**config.mk**
```make
export PLATFORM = sky130hd
export DESIGN_NAME = uart_tx_fifo
export DESIGN_NICKNAME = d
export VERILOG_FILES = /design/src/rtl/uart_pkg.sv /design/src/rtl/byte_fifo.sv /design/src/rtl/uart_tx_fifo.sv
export SDC_FILE = /design/constraint.sdc
export NUM_CORES = 1
export LEC_CHECK = 0
export CAP_MARGIN = 20
export CORE_MARGIN = 2
export CORE_UTILIZATION = 45
export CTS_BUF_LIST = sky130_fd_sc_hd__clkbuf_4
export CTS_CLUSTER_SIZE = 25
export DETAILED_ROUTE_END_ITERATION = 8
export GPL_TIMING_DRIVEN = 1
export PLACE_DENSITY = 0.65
export SLEW_MARGIN = 20
export SYNTH_ARGS = -nofsm -noshare
export SYNTH_HDL_FRONTEND = slang
export SYNTH_SLANG_ARGS = --single-unit
```
**constraint.sdc**
```tcl
create_clock -name clk -period 2.9 [get_ports clk]
set_input_delay 0.435 -clock clk [delete_from_list [all_inputs] [get_ports clk]]
set_output_delay 0.435 -clock clk [all_outputs]
set_load 0.01 [all_outputs]
```
**src/rtl/uart_pkg.sv**
```systemverilog
// Shared types and helpers for the UART transmit path: serializer states,
// frame constants and the baud divider computation.
package uart_pkg;

  localparam int UART_DATA_BITS = 8;
  localparam int UART_STOP_BITS = 1;

  typedef enum logic [1:0] {
    IDLE,
    START,
    DATA,
    STOP
  } tx_state_t;

  // Integer division; the remainder is deliberately dropped.
  function automatic int clks_per_bit(input int clk_hz, input int baud);
    return clk_hz / baud;
  endfunction

endpackage

```
**src/rtl/byte_fifo.sv**
```systemverilog
// Byte FIFO with extra-wrap-bit pointers; the head byte is presented
// combinationally from storage so the reader can take it in the pop cycle.
module byte_fifo #(
  parameter int DEPTH = 16
) (
  input  logic                       clk,
  input  logic                       rst_n,
  input  logic                       wr_en,
  input  logic [7:0]                 wr_data,
  input  logic                       rd_en,
  output logic [7:0]                 rd_data,
  output logic                       full,
  output logic                       empty,
  output logic [$clog2(DEPTH+1)-1:0] level
);

  localparam int AW = $clog2(DEPTH);
  localparam int LW = $clog2(DEPTH + 1);
  localparam logic [AW:0] PTR_ONE = 1;

  logic [AW:0] wr_ptr;
  logic [AW:0] rd_ptr;
  logic [7:0]  mem [DEPTH];
  logic        push;
  logic        pop;

  // Writes are refused while full, even if a pop happens on the same edge.
  assign push = wr_en && !full;
  assign pop  = rd_en && !empty;

  always_ff @(posedge clk) begin
    if (!rst_n) begin
      wr_ptr <= '0;
      rd_ptr <= '0;
    end else begin
      if (push) wr_ptr <= wr_ptr + PTR_ONE;
      if (pop)  rd_ptr <= rd_ptr + PTR_ONE;
    end
  end

  always_ff @(posedge clk) begin
    if (push) mem[wr_ptr[AW-1:0]] <= wr_data;
  end

  assign rd_data = mem[rd_ptr[AW-1:0]];
  assign empty   = (wr_ptr == rd_ptr);
  assign full    = (wr_ptr[AW] != rd_ptr[AW]) && (wr_ptr[AW-1:0] == rd_ptr[AW-1:0]);
  assign level   = LW'(wr_ptr - rd_ptr);

endmodule

```
**src/rtl/uart_tx_fifo.sv**
```systemverilog
// UART transmit path: byte FIFO feeding an 8N1 serializer with an internal
// baud divider. uart_tx is registered from the FSM state, one cycle behind it.
module uart_tx_fifo
  import uart_pkg::*;
#(
  parameter int CLK_HZ       = 27_000_000,
  parameter int BAUD         = 115200,
  parameter int DEPTH        = 16,
  parameter int CLKS_PER_BIT = clks_per_bit(CLK_HZ, BAUD)
) (
  input  logic                       clk,
  input  logic                       rst_n,
  input  logic                       wr_en,
  input  logic [7:0]                 wr_data,
  output logic                       full,
  output logic                       empty,
  output logic [$clog2(DEPTH+1)-1:0] level,
  output logic                       overflow,
  output logic                       busy,
  output logic                       uart_tx
);

  localparam int BW = $clog2(CLKS_PER_BIT);
  localparam int IW = $clog2(UART_DATA_BITS);
  localparam logic [BW-1:0] BAUD_LAST = BW'(CLKS_PER_BIT - 1);
  localparam logic [BW-1:0] BAUD_ONE  = 1;
  localparam logic [IW-1:0] BIT_LAST  = IW'(UART_DATA_BITS - 1);
  localparam logic [IW-1:0] BIT_ONE   = 1;

  tx_state_t     state;
  tx_state_t     state_d;
  logic [BW-1:0] baud_cnt;
  logic [BW-1:0] baud_d;
  logic [IW-1:0] bit_idx;
  logic [IW-1:0] bit_d;
  logic [7:0]    shift;
  logic [7:0]    shift_d;
  logic          tx_q;
  logic          tx_d;
  logic          rd_en;
  logic [7:0]    rd_data;

  // Handshake: wr_en is valid and !full is ready; a byte moves on every edge
  // where both hold. The serializer raises rd_en only while !empty, and
  // takes rd_data in that same cycle.
  byte_fifo #(
    .DEPTH (DEPTH)
  ) u_fifo (
    .clk     (clk),
    .rst_n   (rst_n),
    .wr_en   (wr_en),
    .wr_data (wr_data),
    .rd_en   (rd_en),
    .rd_data (rd_data),
    .full    (full),
    .empty   (empty),
    .level   (level)
  );

  always_ff @(posedge clk) begin
    if (!rst_n) overflow <= 1'b0;
    else if (wr_en && full) overflow <= 1'b1;
  end

  always_ff @(posedge clk) begin
    if (!rst_n) begin
      state    <= IDLE;
      baud_cnt <= '0;
      bit_idx  <= '0;
      shift    <= '0;
      tx_q     <= 1'b1;
    end else begin
      state    <= state_d;
      baud_cnt <= baud_d;
      bit_idx  <= bit_d;
      shift    <= shift_d;
      tx_q     <= tx_d;
    end
  end

  always_comb begin
    state_d = state;
    baud_d  = baud_cnt;
    bit_d   = bit_idx;
    shift_d = shift;
    rd_en   = 1'b0;
    tx_d    = 1'b1;
    case (state)
      IDLE: begin
        baud_d = '0;
        bit_d  = '0;
        if (!empty) begin
          rd_en   = 1'b1;
          shift_d = rd_data;
          state_d = START;
        end
      end
      START: begin
        tx_d = 1'b0;
        if (baud_cnt == BAUD_LAST) begin
          baud_d  = '0;
          bit_d   = '0;
          state_d = DATA;
        end else begin
          baud_d = baud_cnt + BAUD_ONE;
        end
      end
      DATA: begin
        tx_d = shift[0];
        if (baud_cnt == BAUD_LAST) begin
          baud_d  = '0;
          shift_d = {1'b0, shift[7:1]};
          if (bit_idx == BIT_LAST) state_d = STOP;
          else bit_d = bit_idx + BIT_ONE;
        end else begin
          baud_d = baud_cnt + BAUD_ONE;
        end
      end
      STOP: begin
        tx_d = 1'b1;
        if (baud_cnt == BAUD_LAST) begin
          baud_d = '0;
          bit_d  = '0;
          // Chain straight into the next frame when a byte is waiting.
          if (!empty) begin
            rd_en   = 1'b1;
            shift_d = rd_data;
            state_d = START;
          end else begin
            state_d = IDLE;
          end
        end else begin
          baud_d = baud_cnt + BAUD_ONE;
        end
      end
      default: state_d = IDLE;
    endcase
  end

  assign busy    = (state != IDLE);
  assign uart_tx = tx_q;

endmodule

```
==> impl_metrics.env <==
export IMPL_synth_top_area_cell="edfxtp_1"
export IMPL_seqPwrFrac_pct=49.6
export IMPL_grtUsageTotal_pct=17.8
export IMPL_ir_drop_v=0.000354
export IMPL_drt_initial_drc_count=301
export IMPL_drt_pass1_iterations=4
export IMPL_clock_root_buffer="clkbuf_4"
export IMPL_boundaryPins=21
export IMPL_cts_tree="yes"
export IMPL_min_period_over_period_pct=94.7
export IMPL_ys_warn_count=0
export IMPL_hold_class="flip-flop to flip-flop"
export IMPL_status="completed"
export IMPL_critical_path_class="flip-flop to output pin"
export IMPL_antenna_found_initial=1
export IMPL_switching_share_pct=28.9
export IMPL_gr_total_overflow=0
export IMPL_regArea_mm2=0.00459
export IMPL_max_freq_mhz=364
export IMPL_rows=45
export IMPL_finalSetupViolations=0
export IMPL_drv_slew=0
export IMPL_tightest_slew_ps=724
export IMPL_die_y_um=128
export IMPL_finalClockSkew_ps=17.4
export IMPL_cp_end_kind="output pin"
export IMPL_intPower_mw=3.98
export IMPL_grt_max_degree=38
export IMPL_synth_cell_types=57
export IMPL_combPwrFrac_pct=23.5
export IMPL_dieArea_mm2=0.0165
export IMPL_start_util_pct=46.0
export IMPL_drive_gt1_share_pct=19.5
export IMPL_wire_per_inst_um=19.6
export IMPL_p_clk_share_pct=26.9
export IMPL_core_mm2=0.0151
export IMPL_htree_levels=4
export IMPL_syn_to_final_growth_pct=12.3
export IMPL_netlist_area_leader_share_pct=55.2
export IMPL_n_fill_cell=1260
export IMPL_synth_area_per_cell_um2=15.1
export IMPL_timing_hold_ws_ps=470
export IMPL_worst_path_max_fanout=4
export IMPL_synthFlopType="edfxtp_1"
export IMPL_place_hpwl_um=9250
export IMPL_rsz0062_at_grt="false"
export IMPL_cts_sinks=165
export IMPL_grt_pass1_vias=3968
export IMPL_hold_buffers=0
export IMPL_multi_input_area_mm2=0.00224
export IMPL_clock_latency_ps=570
export IMPL_grt_pass1_wl_um=21500
export IMPL_power_density_mw_per_mm2=715
export IMPL_wl_um=13800
export IMPL_cap_violations=0
export IMPL_clk_path_buf_depth=2
export IMPL_finish_net_count=536
export IMPL_start_kind="flip-flop"
export IMPL_ys_seq_area_share_pct=65.8
export IMPL_power_mw=5.60
export IMPL_utilization_pct=51.7
export IMPL_relSlewSlack_pct=51.6
export IMPL_drcViolationCount=0
export IMPL_synth_area_mm2=0.00697
export IMPL_vias=3949
export IMPL_drtAntennaViolNets=0
export IMPL_synthArstFlopShare_pct=0
export IMPL_hold_viol=0
export IMPL_place_congestion=0.857
export IMPL_crit_required_ps=2470
export IMPL_netlist_instances=462
export IMPL_synthesis_nets=492
export IMPL_clk_pin_slew_ps=130
export IMPL_power_switching_mw=1.62
export IMPL_fin_crit_ps=2740
export IMPL_synthTopCellsByArea="edfxtp_1 55%, dfxtp_1 11%, mux2_2 3.7%"
export IMPL_worstPathArrival_ps=2310
export IMPL_die_w_um=128
export IMPL_port_buffers=20
export IMPL_p_leak_nw=2.65
export IMPL_synth_edff_count=128
export IMPL_ys_ff_latch=165
export IMPL_viasPerCell=5.59
export IMPL_numCtsBuffers=17
export IMPL_tns_ps=0
[logic make-up (layout without fill, tap and decap cells)]
family / after synthesis / after routing / synth area share (%)
AOI/OAI and AO/OA: 66 / 66 / 6.91
xor gates and xnor gates: 17 / 17 / 2.25
adders and majority gates: 19 / 19 / 3.52
buffers and inverters: 33 / 89 / 2.19
DFF: 165 / 165 / 65.8
muxes: 52 / 52 / 11.1
other: 0 / 1 / 0
and+or+nand+nor: 110 / 110 / 8.19
[path summary, 6_finish.rpt]
| kind | startpoint | cells past startpoint | slack (ps) | end |
|---|---|---|---|---|
| worst max-delay path | u_fifo.wr_ptr[0]$_SDFFE_PN0P_ | 8 | 160 | level[4] |
| worst min-delay path | shift[0]$_SDFFE_PN0P_ | 2 | 470 | shift[0]$_SDFFE_PN0P_ |
| worst max register to register | u_fifo.wr_ptr[3]$_SDFFE_PN0P_ | 7 | 560 | shift[4]$_SDFFE_PN0P_ |
| worst min register to register | shift[0]$_SDFFE_PN0P_ | 2 | 470 | shift[0]$_SDFFE_PN0P_ |
[final cells by class]
type	count	share of cell area, %
multi-input combinational	264	28.6
clock buffer	17	1.63
sequential	165	58.6
tap	188	3.01
clock inverter	14	2.53
timing repair buffer	44	4.86
inverter	14	0.671
antenna	1	0.0320
[cells in the mapped netlist (7+ instances only)]
cell type,count
nand2_1,14
xnor2_1,7
edfxtp_1,128
nor3_1,7
nor2b_1,16
nor2_1,27
dfxtp_1,37
and2_1,11
mux2_2,23
mux4_2,9
ha_1,18
o22ai_1,12
mux2i_1,13
clkbuf_1,9
inv_1,14
nand3_1,12
mux4_1,7
xor2_1,9
[power by group through the flow]
stage,Sequential (mW),Combinational [mW],Clock (mW)
after floorplan,2.77,0.971,0
after global placement,2.82,1.27,0
after detailed placement,2.83,1.30,0
after CTS,2.78,1.31,1.54
after global routing,2.80,1.42,1.64
final,2.78,1.31,1.50
[state kept, by name, summed over array words and instances (netlist names), named ones only]
name,flops
bit_idx,3
u_fifo.wr_ptr,5
overflow,1
u_fifo.rd_ptr,5
shift,8
uart_tx,1
baud_cnt,8
state,2
u_fifo.mem,128
[per-stage QoR]
step	instances	cell area [um^2]	setup slack (ps)
2_1_floorplan	462	6970	478
3_3_place_gp	674	7480	371
3_5_place_dp	674	7480	302
4_1_cts	705	7800	10.2
5_1_grt	707	7830	13.4
6_report	707	7830	155
[metal layers]
layer,wire length (um),up-vias,track usage (%)
met1,6200,2000,22.7
met4,167,0,5.82
met5,0,-,0
met2,6980,77,29.9
li1,-,1857,-
met3,485,15,4.57
[cells in the final DEF, fill, tap and decap left out, types with 13 or more instances in the layout]
| cell type | n |
|---|---|
| nor2b_1 | 16 |
| clkbuf_4 | 17 |
| edfxtp_1 | 128 |
| inv_1 | 13 |
| dfxtp_1 | 34 |
| mux2_2 | 23 |
| nand2_1 | 14 |
| clkdlybuf4s50_1 | 17 |
| nor2_1 | 27 |
| ha_1 | 17 |
| buf_4 | 24 |
| mux2i_1 | 13 |
[critical path: stages, from the launching register on]
cell and delay (ps):
dfxtp_1 360, inv_2 100, ha_1 140, inv_1 60
fa_1 400, a21o_1 200, a21oi_1 170, xor2_1 160
clkbuf_2 150
[timing repair]
action                                  in CTS  in global routing
endpoints found under the setup margin       2                  4
pin swaps                                    0                  1
setup buffers                                0                  1
resized for setup                            4                  5
Power figures use the tool's default switching activity.
